File: config.mk
export PLATFORM = sky130hd
export DESIGN_NAME = delta_pe_lanes
export DESIGN_NICKNAME = d
export VERILOG_FILES = /design/src/rtl/delta_pe_lanes.sv
export SDC_FILE = /design/constraint.sdc
export NUM_CORES = 1
export LEC_CHECK = 0
export BUFFER_PORTS_ARGS = -buffer_cell sky130_fd_sc_hd__buf_2
export CAP_MARGIN = 20
export CORE_UTILIZATION = 55
export CTS_CLUSTER_DIAMETER = 120
export DETAILED_ROUTE_END_ITERATION = 12
export HOLD_SLACK_MARGIN = 0.03
export PLACE_DENSITY_LB_ADDON = 0.25
export SKIP_LAST_GASP = 1
export SLEW_MARGIN = 20
export SYNTH_ARGS = -nofsm -noshare
export SYNTH_HDL_FRONTEND = slang
export SYNTH_SLANG_ARGS = --single-unit
File: constraint.sdc
create_clock -name clock -period 10.56 [get_ports clock]
set_clock_uncertainty 0.1 [all_clocks]
set_input_delay 2.112 -clock clock [delete_from_list [all_inputs] [get_ports clock]]
set_output_delay 2.112 -clock clock [all_outputs]
set_load 0.02 [all_outputs]
File: src/rtl/delta_pe_lanes.sv
// Multi-lane multiply / shift-accumulate processing element with a shared activation.
// Stage 1 registers one term per lane, stage 2 accumulates; results are held until taken.
module delta_pe_lanes #(
    parameter int unsigned BIN_LEN     = 8,
    parameter int unsigned DELTA_LEN   = 3,
    parameter int unsigned OUT_BIN_LEN = 24,
    parameter int unsigned LANES       = 4,
    parameter int unsigned SATURATE    = 1
) (
    input  logic                         clock,
    input  logic                         reset,
    input  logic                         enable,
    input  logic                         in_valid,
    output logic                         in_ready,
    input  logic                         in_mode,
    input  logic                         in_last,
    input  logic [BIN_LEN-1:0]           input_val,
    input  logic [LANES*BIN_LEN-1:0]     weight_val,
    input  logic [LANES*DELTA_LEN-1:0]   delta_val,
    output logic                         out_valid,
    input  logic                         out_ready,
    output logic [LANES*OUT_BIN_LEN-1:0] w_val,
    output logic [LANES-1:0]             ovf,
    output logic [15:0]                  beat_count
);

    localparam int unsigned PW = 2 * BIN_LEN;
    localparam int unsigned OW = OUT_BIN_LEN;
    localparam logic [OW-1:0] SatMax = {1'b0, {(OW-1){1'b1}}};
    localparam logic [OW-1:0] SatMin = {1'b1, {(OW-1){1'b0}}};

    typedef enum logic [1:0] {StAccum, StDrain, StHold} state_e;

    state_e      state_q;
    logic        term_v_q;
    logic        out_valid_q;
    logic [15:0] cnt_q;
    logic        accept;
    logic        clear_grp;

    assign in_ready   = enable & (state_q == StAccum);
    assign accept     = in_valid & in_ready;
    assign clear_grp  = (state_q == StHold) & out_ready;
    assign out_valid  = out_valid_q;
    assign beat_count = cnt_q;

    // DRAIN waits until stage 1 is empty, so the final term has been summed before HOLD.
    always_ff @(posedge clock) begin
        if (reset) begin
            state_q     <= StAccum;
            term_v_q    <= 1'b0;
            out_valid_q <= 1'b0;
            cnt_q       <= 16'd0;
        end else if (enable) begin
            term_v_q <= accept;
            case (state_q)
                StAccum: begin
                    if (accept) begin
                        if (cnt_q != 16'hFFFF) cnt_q <= cnt_q + 16'd1;
                        if (in_last) state_q <= StDrain;
                    end
                end
                StDrain: begin
                    if (!term_v_q) begin
                        state_q     <= StHold;
                        out_valid_q <= 1'b1;
                    end
                end
                StHold: begin
                    if (out_ready) begin
                        state_q     <= StAccum;
                        out_valid_q <= 1'b0;
                        cnt_q       <= 16'd0;
                    end
                end
                default: state_q <= StAccum;
            endcase
        end
    end

    for (genvar i = 0; i < LANES; i++) begin : g_lane
        logic signed [PW-1:0] prod;
        logic        [OW-1:0] x_ext;
        logic        [OW-1:0] term_c;
        logic        [OW-1:0] term_q;
        logic        [OW-1:0] acc_q;
        logic        [OW-1:0] acc_next;
        logic        [OW:0]   sum;
        logic                 lane_ovf;
        logic                 ovf_q;

        assign prod   = $signed(input_val) * $signed(weight_val[i*BIN_LEN +: BIN_LEN]);
        assign x_ext  = OW'($signed(input_val));
        assign term_c = in_mode ? OW'(prod)
                                : (x_ext << delta_val[i*DELTA_LEN +: DELTA_LEN]);

        // One guard bit: signed overflow shows up as the top two bits disagreeing.
        assign sum      = {acc_q[OW-1], acc_q} + {term_q[OW-1], term_q};
        assign lane_ovf = sum[OW] ^ sum[OW-1];

        always_comb begin
            acc_next = sum[OW-1:0];
            if (lane_ovf && (SATURATE != 0)) acc_next = sum[OW] ? SatMin : SatMax;
        end

        always_ff @(posedge clock) begin
            if (reset) begin
                term_q <= '0;
                acc_q  <= '0;
                ovf_q  <= 1'b0;
            end else if (enable) begin
                if (accept) term_q <= term_c;
                if (clear_grp) begin
                    acc_q <= '0;
                    ovf_q <= 1'b0;
                end else if (term_v_q) begin
                    acc_q <= acc_next;
                    ovf_q <= ovf_q | lane_ovf;
                end
            end
        end

        assign w_val[i*OW +: OW] = acc_q;
        assign ovf[i]            = ovf_q;
    end

endmodule
# After elaboration in Yosys (flattened, before gate mapping)
# Index checks and enable logic that the tools add are counted.
# word_totals
regBits	216
input_bits	59
output_inout_bits	118
wordCells	97
# classes
addsub	5
mul	4
n_eq_ne	8
shifts	4
muxes	40
bitwise	11
reduce_logical	9
# ops
cell	count
$mux W24	20
$add A24 B24 Y25	4
$shl A24 B3 Y24	4
$mul A8 B8 Y16	4
$mux W16	3
$pmux W16 S2	1
$add A16 B1 Y16 const B	1
$ne A16 B16 Y1 const B	1
$mux W1	10
$reduce_and A5 Y1	2
$mux W2	4
$ne A2 B2 Y1 const B	4
$pmux W2 S3	1
$reduce_bool A2 Y1	3
$or A1 B1 Y1	4
$reduce_and A2 Y1	2
$reduce_and A4 Y1	1
$xor A1 B1 Y1	4
$and A1 B1 Y1	3
$eq A2 B1 Y1 const B	1
$eq A2 B2 Y1 const B	1
$logic_not A2 Y1	1
$ne A2 B1 Y1 const B	1
$pmux W1 S2	1

# Depth between registers and ports, before layout
# depth
depth_word	5
ltp_mapped	22
ltp_nobuf	19

# Worst setup path before layout
# Ideal clock, no wire load.
# synth_path
path_type	input to register
start	in input_val[6]
end	reg g_lane[0].term_q[14]
setup_time_ps	136
arrival_time_ps	6644
setup_slack_ps	3681
path_stages	19
path_buffers	3
cell_sequence	clkbuf_1 clkbuf_1 clkbuf_1 nand2_1 fa_1 inv_1 fa_1 fa_1 inv_1 fa_1 inv_1 ha_1 a21boi_0 o21a_1 o21ai_0 a21oi_1 a2111oi_0 xor2_1 a21oi_1
# synth_via
elab_chain_cells	2
elab_cells_between_ends	3
classes_between	mul (1); shift (1); mux (1)
# synth_rtl
element	line	text
start, declared	17	input logic [BIN_LEN-1:0] input_val,
$mul A8 B8 Y16 or $shl A24 B3 Y24 (tied branches)	92, 95	
$mux W24 (*)	94	assign term_c = in_mode ? OW'(prod)
end signal, assigned	112	if (accept) term_q <= term_c;
end, declared	85	logic [OW-1:0] term_q;
# Mark *: on every way between the ends. The rest lies on a longest branch, timed or not.
# A chain may end at the register's enable or synchronous reset.

# Final worst setup path
# layout_path
start	in input_val[6]
end	reg g_lane[2].term_q[14]
# layout_via
elab_chain_cells	2
elab_cells_between_ends	3
classes_between	mul (1); shift (1); mux (1)
# layout_rtl
element	line
$mul A8 B8 Y16 or $shl A24 B3 Y24 (tied branches)	92, 95
$mux W24 (*)	94
end signal, assigned	112
end, declared	85
# Marked as above.

==> flow_summary.yaml <==
sta:
  finalCriticalPeriod_ps: 6795
  rsz0062_at_grt: "no"
  setup_slack_ps: 3765
  maxSlewHeadroom_pct: 23.19
  maxSlewViolCount: 0
  hold_viol_final: 0
  setup_viol: 0
  worstMarginPinSlew_ps: 1143
  finalSetupTns_ps: 0
  holdWs_ps: 364.1
  fmax_ghz: 0.1472
  finalCritPeriodShare_pct: 64.34
synth:
  synth_cell_types: 76
  syn_area_um2: 22810
  synth_edf_count: 0
  postSynthCellCount: 2804
  synth_top_flop_cell: "dfxtp_1"
  synthTopCellsByArea: "fa_1 20%, dfxtp_1 16%, ha_1 12%"
  synth_top_cell_by_area: "fa_1"
  synth_common_cells: "360 x inv_1, 255 x nand2_1, 224 x fa_1, 213 x ha_1, 208 x nor2_1"
  synth_seq_cells: 184
  yosysWarnings: 0
  yosys.area.top_type_share_pct: 19.66
  synth_nets: 3300
  async_reset_ff_share_pct: 0
  yosysMostFrequentCell: "inv_1"
  syn_area_per_cell_um2: 8.136
  ys_seq_area_share_pct: 16.15
placement:
  dp_slack_ps: 3326
  gp_congestion: 0.9555
  port_buffers: 176
  dpl.hpwl_um: 45190
pwr:
  p_comb_share_pct: 62.4
  p_sw_w: 0.001827
  power_leakage_nw: 11.96
  p_sw_share_pct: 46.34
  p_clk_share_pct: 16.9
  p_seq_share_pct: 20.7
  vdd_ir_drop_max_uv: 146.4
  power_density_nw_per_um2: 160.5
  intPower_w: 0.002116
layout:
  ff_latch_area_um2: 3684
  drive_gt1_share_pct: 9.063
  final_util_pct: 60.16
  final_nets: 3374
  area_growth_pct: 7.678
  multi_input_area_um2: 17270
  num-fill-cells: 3634
global_route:
  track_usage_pct: 28.42
  grt_pass1_wl_um: 96280
  grt_pass1_vias: 19130
  grt_max_degree: 100
  antenna_found_initial: 6
  overflow: 0
clocking:
  path_clk_slew_ps: 80
  cts.sinks: 184
  ctsLongestPathBuffers: 2
  cts_tree: "yes"
  post_cts_buffers: 0
  clk_latency_ps: 470
  cts_buffers: 17
  post_cts_resized: 0
  htree_levels: 4
  cts_hold_buf: 0
  root_buffer: "clkbuf_16"
floorplan:
  die_height_um: 205.7
  rows: 74
  die_w_um: 205.7
  initial_core_util_pct: 55.87
  design.die.area_um2: 42300
  ios: 177
  core_um2: 40830
drt:
  vias: 19660
  firstDrtPassIters: 5
  ant_nets: 0
  via_per_inst: 5.736
  wirelength_um: 59110
  drc: 0
  drt_iter0_drc: 1373
  wl_per_cell_um: 17.24
setup_path:
  worst-endpoint-required_ps: 10770
  critPathCaptureType: "flop"
  critPathLaunchType: "input port"
  path_max_fanout: 48
  critPathArrivalTime_ps: 7010
  critical_path_class: "in -> reg"
run_status:
  outcome: "complete, no violations"
run:
  drv_cap: 0
min_path:
  hp-class: "reg -> reg"
through the flow:
step	area, µm²	cells	total power (W)
2_1_floorplan	22810	2804	0.002738
3_3_place_gp	23930	3391	0.003174
3_5_place_dp	23940	3391	0.003273
4_1_cts	24550	3423	0.003952
5_1_grt	24560	3425	0.004337
6_report	24570	3428	0.003943
layout make-up:
cell class                      count  area share (%)
Antenna cell                        5         0.05093
Clock buffer                       17           1.732
Clock inverter                     15          0.7793
Inverter                          360           5.501
Multi-Input combinational cell   2128           70.31
Sequential cell                   184           14.99
Tap cell                          532           2.710
Timing Repair Buffer              187           3.922
layout by cell type (no fill, tap or decap), types with 30 or more instances in the layout:
| cell | netlist | routed |
|---|---|---|
| fa_1 | 224 | 224 |
| nor3_1 | 43 | 42 |
| a21oi_1 | 193 | 193 |
| nand2_1 | 255 | 254 |
| nor2b_1 | 41 | 41 |
| ha_1 | 213 | 213 |
| o211ai_1 | 30 | 30 |
| xor2_1 | 47 | 46 |
| o21ai_0 | 124 | 122 |
| dfxtp_1 | 184 | 184 |
| nand3_1 | 36 | 36 |
| o21a_1 | 30 | 30 |
| buf_2 | 5 | 176 |
| inv_1 | 360 | 360 |
| o21ai_1 | 46 | 48 |
| a21o_1 | 51 | 51 |
| and2_1 | 171 | 171 |
| xnor2_1 | 96 | 96 |
| mux2i_1 | 30 | 30 |
| a211oi_1 | 48 | 48 |
| nor2_1 | 208 | 207 |
metal layers:
metal	GRT usage [%]	vias to the layer above	part of all wire, %
met5	0	-	0.024
met4	9.312	2	2.2
met3	3.643	86	5.9
met2	45.91	569	46
met1	39.19	9472	46
li1	-	9533	-
power groups by stage:
stage | clock [W] | combinational, W | sequential (W)
after floorplan | 0 | 0.00192 | 0.000817
after global placement | 0 | 0.00235 | 0.000827
after detailed placement | 0 | 0.00244 | 0.000830
after CTS | 0.000678 | 0.00246 | 0.000813
after global routing | 0.000708 | 0.00281 | 0.000821
final | 0.000666 | 0.00246 | 0.000816
state kept, by name, summed over array words and instances (netlist names):
name           flops
g_lane.acc_q      96
g_lane.ovf_q       4
out_valid          1
term_v_q           1
beat_count        16
g_lane.term_q     64
state_q            2
final timing paths:
| path | from | to | slack (ps) | cells after the start |
|---|---|---|---|---|
| setup / recovery | input_val[6] | g_lane[2].term_q[14] | 3770 | 18 |
| hold / removal | g_lane[2].term_q[8] | g_lane[2].term_q[8] | 360 | 2 |
| setup reg to reg | g_lane[0].acc_q[0] | g_lane[0].acc_q[18] | 6370 | 12 |
| hold reg to reg | g_lane[2].term_q[8] | g_lane[2].term_q[8] | 360 | 2 |
worst max-delay path, stage by stage:
cell and delay [ps]:
buf_2 750, and2_1 260, ha_1 250, fa_1 520
inv_1 60, fa_1 480, fa_1 490, inv_1 40
ha_1 300, nor2b_1 140, o21ai_0 180, a21oi_1 120
o21a_1 180, o21ai_0 220, a21oi_1 110, a2111oi_0 500
xor2_1 190, a21oi_1 80
logic make-up (layout without fill, tap and decap cells):
group | after synthesis | in the layout | share of synthesized area, %
and+or+nand+nor | 835 | 835 | 17.57
AOI/OAI and AO/OA | 667 | 667 | 18.97
buffers and inverters | 492 | 579 | 8.320
adders and majority gates | 437 | 437 | 31.34
DFF | 184 | 184 | 16.15
xor gates and xnor gates | 146 | 146 | 5.704
muxes | 43 | 43 | 1.958
other | 0 | 5 | 0
No activity file was read; power rests on OpenSTA's default activity.
